==> config.mk <==
export PLATFORM = sky130hd
export DESIGN_NAME = ac_sine_detector_flat
export DESIGN_NICKNAME = d
export VERILOG_FILES = /design/src/rtl/ac_sine_detector_if.sv /design/src/rtl/ac_sine_detector.sv /design/src/flat_wrapper.sv
export SDC_FILE = /design/constraint.sdc
export NUM_CORES = 1
export LEC_CHECK = 0
export ABC_AREA = 0
export ABC_CLOCK_PERIOD_IN_PS = 5500
export BUFFER_PORTS_ARGS = -buffer_cell sky130_fd_sc_hd__buf_2
export CAP_MARGIN = 20
export CORE_MARGIN = 2
export CORE_UTILIZATION = 59
export CTS_CLUSTER_DIAMETER = 80
export CTS_CLUSTER_SIZE = 30
export DETAILED_ROUTE_END_ITERATION = 7
export GPL_ROUTABILITY_DRIVEN = 0
export GPL_TIMING_DRIVEN = 0
export PLACE_DENSITY_LB_ADDON = 0.3
export SLEW_MARGIN = 20
export SYNTH_ARGS = -nofsm -noshare
export SYNTH_HDL_FRONTEND = slang
export SYNTH_SLANG_ARGS = --single-unit
export TNS_END_PERCENT = 10
==> constraint.sdc <==
create_clock -name clk -period 5.5 [get_ports clk]
set_clock_uncertainty 0.2 [all_clocks]
set_input_delay 0.275 -clock clk [delete_from_list [all_inputs] [get_ports clk]]
set_output_delay 0.275 -clock clk [all_outputs]
set_load 0.03 [all_outputs]
==> src/rtl/ac_sine_detector_if.sv <==
// Sample stream in and measurement record out of the AC sine detector.
// The slave modport is the detector's view; master is the driver/sweep-controller view.
interface ac_sine_detector_if #(
  parameter int DATA_W = 16,
  parameter int CNT_W  = 24
);
  logic                     s_valid;
  logic signed [DATA_W-1:0] s_data;
  logic                     s_ready;
  logic                     m_valid;
  logic                     m_ready;
  logic signed [DATA_W-1:0] m_vmax;
  logic signed [DATA_W-1:0] m_vmin;
  logic        [DATA_W:0]   m_vpp;
  logic        [CNT_W-1:0]  m_period;
  logic                     m_timeout;

  modport master (
    output s_valid, s_data, m_ready,
    input  s_ready, m_valid, m_vmax, m_vmin, m_vpp, m_period, m_timeout
  );

  modport slave (
    input  s_valid, s_data, m_ready,
    output s_ready, m_valid, m_vmax, m_vmin, m_vpp, m_period, m_timeout
  );
endinterface

==> src/rtl/ac_sine_detector.sv <==
// Measures max, min, peak-to-peak and the length of NCYC periods of a signed
// sample stream, using hysteretic rising zero crossings as period markers.
module ac_sine_detector #(
  parameter int DATA_W = 16,
  parameter int CNT_W  = 24,
  parameter int NCYC   = 4,
  parameter int HYST   = 64
) (
  input  logic               clk,
  input  logic               rst_n,
  input  logic               en,
  output logic               busy,
  ac_sine_detector_if.slave  bus
);

  localparam int NC_W = $clog2(NCYC + 1);
  localparam logic [CNT_W-1:0] CNT_MAX = '1;
  localparam logic signed [DATA_W-1:0] HYST_POS = DATA_W'(HYST);
  localparam logic signed [DATA_W-1:0] HYST_NEG = DATA_W'(-HYST);

  typedef enum logic [1:0] {IDLE, ARM, MEASURE, DONE} state_t;

  state_t                   state_reg;
  logic [CNT_W-1:0]         cnt_reg;
  logic [NC_W-1:0]          ncross_reg;
  logic                     arm_reg;
  logic                     init_reg;
  logic signed [DATA_W-1:0] vmax_reg;
  logic signed [DATA_W-1:0] vmin_reg;

  logic                     s_ready_reg;
  logic                     busy_reg;
  logic                     m_valid_reg;
  logic                     m_timeout_reg;
  logic signed [DATA_W-1:0] m_vmax_reg;
  logic signed [DATA_W-1:0] m_vmin_reg;
  logic [DATA_W:0]          m_vpp_reg;
  logic [CNT_W-1:0]         m_period_reg;

  logic                     accept;
  logic                     below;
  logic                     above;
  logic                     crossing;
  logic                     arm_next;
  logic [CNT_W-1:0]         cnt_next;
  logic [NC_W-1:0]          ncross_next;
  logic                     saturate;
  logic                     meas_done;
  logic signed [DATA_W-1:0] vmax_next;
  logic signed [DATA_W-1:0] vmin_next;
  logic [DATA_W:0]          vpp_next;

  always_comb begin
    accept      = bus.s_valid && s_ready_reg;
    below       = bus.s_data < HYST_NEG;
    above       = bus.s_data >= HYST_POS;
    crossing    = accept && arm_reg && above;
    arm_next    = arm_reg;
    if (accept && below) begin
      arm_next = 1'b1;
    end else if (crossing) begin
      arm_next = 1'b0;
    end
    cnt_next    = cnt_reg + CNT_W'(1);
    ncross_next = ncross_reg + NC_W'(1);
    saturate    = (cnt_next == CNT_MAX);
    meas_done   = crossing && (ncross_next == NC_W'(NCYC));
    // First MEASURE sample seeds both extremes so the tracked range is never stale.
    vmax_next   = (!init_reg || (bus.s_data > vmax_reg)) ? bus.s_data : vmax_reg;
    vmin_next   = (!init_reg || (bus.s_data < vmin_reg)) ? bus.s_data : vmin_reg;
    // Sign-extend before subtracting so full-scale swings cannot wrap.
    vpp_next    = {vmax_next[DATA_W-1], vmax_next} - {vmin_next[DATA_W-1], vmin_next};
  end

  always_ff @(posedge clk) begin
    if (!rst_n) begin
      state_reg     <= IDLE;
      cnt_reg       <= '0;
      ncross_reg    <= '0;
      arm_reg       <= 1'b0;
      init_reg      <= 1'b0;
      vmax_reg      <= '0;
      vmin_reg      <= '0;
      s_ready_reg   <= 1'b1;
      busy_reg      <= 1'b0;
      m_valid_reg   <= 1'b0;
      m_timeout_reg <= 1'b0;
      m_vmax_reg    <= '0;
      m_vmin_reg    <= '0;
      m_vpp_reg     <= '0;
      m_period_reg  <= '0;
    end else begin
      case (state_reg)
        IDLE: begin
          if (en) begin
            state_reg <= ARM;
            cnt_reg   <= '0;
            arm_reg   <= 1'b0;
            busy_reg  <= 1'b1;
          end
        end

        ARM: begin
          if (!en) begin
            state_reg <= IDLE;
            busy_reg  <= 1'b0;
          end else if (accept) begin
            arm_reg <= arm_next;
            if (crossing) begin
              state_reg  <= MEASURE;
              cnt_reg    <= '0;
              ncross_reg <= '0;
              init_reg   <= 1'b0;
            end else if (saturate) begin
              // Never saw a crossing: no extremes were tracked.
              state_reg     <= DONE;
              s_ready_reg   <= 1'b0;
              busy_reg      <= 1'b0;
              m_valid_reg   <= 1'b1;
              m_timeout_reg <= 1'b1;
              m_vmax_reg    <= '0;
              m_vmin_reg    <= '0;
              m_vpp_reg     <= '0;
              m_period_reg  <= CNT_MAX;
            end else begin
              cnt_reg <= cnt_next;
            end
          end
        end

        MEASURE: begin
          if (!en) begin
            state_reg <= IDLE;
            busy_reg  <= 1'b0;
          end else if (accept) begin
            arm_reg  <= arm_next;
            cnt_reg  <= cnt_next;
            vmax_reg <= vmax_next;
            vmin_reg <= vmin_next;
            init_reg <= 1'b1;
            if (crossing) begin
              ncross_reg <= ncross_next;
            end
            // A final crossing landing on the saturating sample is still a clean result.
            if (meas_done || saturate) begin
              state_reg     <= DONE;
              s_ready_reg   <= 1'b0;
              busy_reg      <= 1'b0;
              m_valid_reg   <= 1'b1;
              m_timeout_reg <= !meas_done;
              m_vmax_reg    <= vmax_next;
              m_vmin_reg    <= vmin_next;
              m_vpp_reg     <= vpp_next;
              m_period_reg  <= cnt_next;
            end
          end
        end

        DONE: begin
          if (bus.m_ready) begin
            m_valid_reg <= 1'b0;
            s_ready_reg <= 1'b1;
            if (en) begin
              state_reg <= ARM;
              cnt_reg   <= '0;
              arm_reg   <= 1'b0;
              busy_reg  <= 1'b1;
            end else begin
              state_reg <= IDLE;
            end
          end
        end

        default: begin
          state_reg <= IDLE;
        end
      endcase
    end
  end

  assign busy          = busy_reg;
  assign bus.s_ready   = s_ready_reg;
  assign bus.m_valid   = m_valid_reg;
  assign bus.m_timeout = m_timeout_reg;
  assign bus.m_vmax    = m_vmax_reg;
  assign bus.m_vmin    = m_vmin_reg;
  assign bus.m_vpp     = m_vpp_reg;
  assign bus.m_period  = m_period_reg;

endmodule

==> src/flat_wrapper.sv <==
// flat-port wrapper written by rule: the top's interface ports become plain ports
module ac_sine_detector_flat 
#(
  parameter int DATA_W = 16,
  parameter int CNT_W  = 24,
  parameter int NCYC   = 4,
  parameter int HYST   = 64
)
  (clk, rst_n, en, busy, bus_s_valid, bus_s_data, bus_m_ready, bus_s_ready, bus_m_valid, bus_m_vmax, bus_m_vmin, bus_m_vpp, bus_m_period, bus_m_timeout);
  ac_sine_detector_if #(.DATA_W(DATA_W), .CNT_W(CNT_W)) bus_i ();
  input  logic clk;
  input  logic rst_n;
  input  logic en;
  output logic busy;
  input wire logic [$bits(bus_i.s_valid)-1:0] bus_s_valid;
  input wire logic [$bits(bus_i.s_data)-1:0] bus_s_data;
  input wire logic [$bits(bus_i.m_ready)-1:0] bus_m_ready;
  output wire logic [$bits(bus_i.s_ready)-1:0] bus_s_ready;
  output wire logic [$bits(bus_i.m_valid)-1:0] bus_m_valid;
  output wire logic [$bits(bus_i.m_vmax)-1:0] bus_m_vmax;
  output wire logic [$bits(bus_i.m_vmin)-1:0] bus_m_vmin;
  output wire logic [$bits(bus_i.m_vpp)-1:0] bus_m_vpp;
  output wire logic [$bits(bus_i.m_period)-1:0] bus_m_period;
  output wire logic [$bits(bus_i.m_timeout)-1:0] bus_m_timeout;
  assign bus_i.s_valid = bus_s_valid;
  assign bus_i.s_data = bus_s_data;
  assign bus_i.m_ready = bus_m_ready;
  assign bus_s_ready = bus_i.s_ready;
  assign bus_m_valid = bus_i.m_valid;
  assign bus_m_vmax = bus_i.m_vmax;
  assign bus_m_vmin = bus_i.m_vmin;
  assign bus_m_vpp = bus_i.m_vpp;
  assign bus_m_period = bus_i.m_period;
  assign bus_m_timeout = bus_i.m_timeout;
  ac_sine_detector #(.DATA_W(DATA_W), .CNT_W(CNT_W), .NCYC(NCYC), .HYST(HYST)) u_core (.clk(clk), .rst_n(rst_n), .en(en), .busy(busy), .bus(bus_i));
endmodule
==> impl_metrics.toml <==
[run_status]
status = "finished, final reports clean"

[setup_path]
critical_path_class = "flip-flop to flip-flop"
r2r_setup_slack_ps = 270
path_delay_family = "compound AO/OA/AOI/OAI gates"
critical_path.cell_chain = "inv_1 -> ha_1 -> a21boi_0 -> o21a_1 -> o21ai_0 -> a21oi_1 -> o41a_1 -> o221ai_4 -> buf_4 -> mux2i_2 -> inv_1 -> ha_1 -> fa_1 -> nor2b_1 -> o21ai_0 -> a21oi_2 -> o41ai_2 -> o21ai_1 -> nand2_1 -> xor2_1 -> nor3b_1 -> a31o_2"
critPathLaunch = "u_core.vmin_reg[1]"
cp_slowest_cell = "fa_1"
required_ps = 5630
path_buf_inv = 3
cp.arrival_ps = 5360
r2r-start = "u_core.vmin_reg[1]"
critPathMaxFanout = 10
endpoint_kind = "flip-flop"
start_kind = "flip-flop"
max_stage_delay_ps = 420

[flow_run]
drv_cap = 0

[routing]
drtPass1Iterations = 5
viasPerCell = 6.249
wire_per_inst_um = 18.78
drc = 0
wirelength_um = 23550
dr.first_iter.drc_count = 789
drtAntennaViolNets = 0
num_vias = 7836

[timing]
hold_ws_ps = 57.09
hold_viol = 0
period_share_pct = 95.14
grt_setup_unrepaired = "no"
tns_ps = 0
worst_pin_slew_ps = 758.0
layout_min_cycle_time_ps = 5233
maxSlewViolCount = 0
max_freq_mhz = 191.1
finalSetupViolCount = 0
slew_headroom_pct = 49.42
finalWorstSetupSlack_ps = 267.2

[clock_tree]
numCtsBuffers = 17
clock_latency_ps = 430
ctsHoldBuffers = 0
cts.sinks = 140
clkTransAtPathRegs_ps = 60
cts_max_level = 4
cts_tree = "done"
clockBufferDepth = 2
clock-root-buffer = "clkbuf_16"

[layout]
finalNonFillerCells = 1254
n_fill_cell = 1046
drive_gt1_share_pct = 17.16
fin_nets = 1144
area_delta_synth_final_pct = 17.33
diodes = 0
design_area_um2 = 9320
postLayoutCoreUtil_pct = 70.66

[global_routing]
grt_overflow_total = 0
track_usage_pct = 32.82
grt_max_degree = 17
grt_pass1_vias = 7252
grt_antenna_before_repair = 0
grt_pass1_wl_um = 37220

[synth]
synthTopCellsByArea = "dfxtp_1 (35%), ha_1 (8.8%), nor2_1 (4.6%)"
synth_edf_count = 0
synthTopCellsByCount = "dfxtp_1 (140), nor2_1 (97), nand2_1 (68), ha_1 (56), inv_1 (51)"
synth_ff_type = "dfxtp_1"
synthArstFlopShare_pct = 0
ys_ff_latch = 140
synth.cell_area_um2 = 7944
syn-num-nets = 1026
ys_warn_count = 0
ys_types = 70
synth_cells = 948
synth_top_area_cell = "dfxtp_1"
syn_area_per_cell_um2 = 8.380
synth_top_area_share_pct = 35.28
synth.most_common_cell = "dfxtp_1"
ys_seq_area_share_pct = 35.28

[power]
peakVddDrop_uv = 209.2
p_per_area_nw_per_um2 = 306.6
power.total_mw = 2.858
p_leak_nw = 3.720

[floorplanning]
dieArea_um2 = 14410
fp.coreArea_um2 = 13190
placementRows = 42
fp.dieW_um = 120.0
num_io_pins = 98
fp.dieH_um = 120.0
initial_utilization_pct = 60.23

[place]
hpwl_um = 16820
placed_cell_area_um2 = 8645
portBuffers = 96
place_ws_ps = -340.1
placedCellCount = 1220

[hold_path]
holdCritPathClass = "input pin to flip-flop"
min-delay-start = "bus_m_ready"
worst paths after layout:
| check | endpoint | cells after the start |
|---|---|---|
| hold / removal | u_core.bus.m_valid | 3 |
| hold reg to reg | u_core.bus.m_vpp[8] | 2 |
| setup reg to reg | u_core.bus.m_vpp[12] | 22 |
| setup / recovery | u_core.bus.m_vpp[12] | 22 |
power by group:
group          switching [mW]  internal (mW)  total (mW)
combinational           0.390          0.182       0.572
sequential             0.0269           1.06        1.08
clock                   0.447          0.756        1.20
cell usage in the layout (no fill, tap or decap), drive strengths merged, types with 22 or more instances in the layout:
| cell | Yosys | final |
|---|---|---|
| a211oi | 38 | 38 |
| a21oi | 33 | 33 |
| buf | 24 | 123 |
| clkbuf | 44 | 64 |
| dfxtp | 140 | 140 |
| ha | 56 | 56 |
| inv | 51 | 52 |
| nand2 | 68 | 68 |
| nand3 | 51 | 51 |
| nand3b | 22 | 22 |
| nor2 | 97 | 97 |
| o21ai | 57 | 57 |
final cells by class:
cell class	count	area (um2)	share of cell area (%)
sequential	140	2803	30.07
buffer	68	312.8	3.356
clock buffer	20	436.7	4.685
tap	176	220.2	2.363
clock inverter	11	168.9	1.812
inverter	52	195.2	2.094
timing repair buffer	99	503.0	5.397
multi-input combinational	688	4681	50.22
per-layer routing:
| layer | wire (um) | global-route usage [%] | part of all wire, % | vias to the layer above |
|---|---|---|---|---|
| met5 | 0 | 0 | 0 | - |
| met4 | 720 | 13.53 | 3.1 | 0 |
| met3 | 2211 | 8.460 | 9.4 | 68 |
| met2 | 10270 | 49.22 | 44 | 414 |
| met1 | 10350 | 44.80 | 44 | 3674 |
| li1 | - | - | - | 3680 |
tightest hold or removal path: stages:
cell	delay, ps
buf_2	90
o2111a_1	210
a221oi_1	50
logic make-up (layout without fill, tap and decap cells):
family / after synthesis / count (layout) / synth area share [%]
XOR/XNOR: 29 / 29 / 3.197
flip-flops: 140 / 140 / 35.28
multiplexers: 34 / 34 / 4.505
AND/OR/NAND/NOR: 323 / 323 / 20.29
AO/OA/AOI/OAI: 245 / 245 / 21.34
buffers and inverters: 120 / 250 / 6.316
adder cells (fa/ha/maj): 57 / 57 / 9.072
what timing repair did:
action / 4_1_cts / 5_1_grt
pin swaps: 0 / 1
setup endpoints to repair: 6 / 6
buffers inserted: 0 / 3
resized for setup: 4 / 11
cloned: 0 / 0
Power figures use the tool's default switching activity.
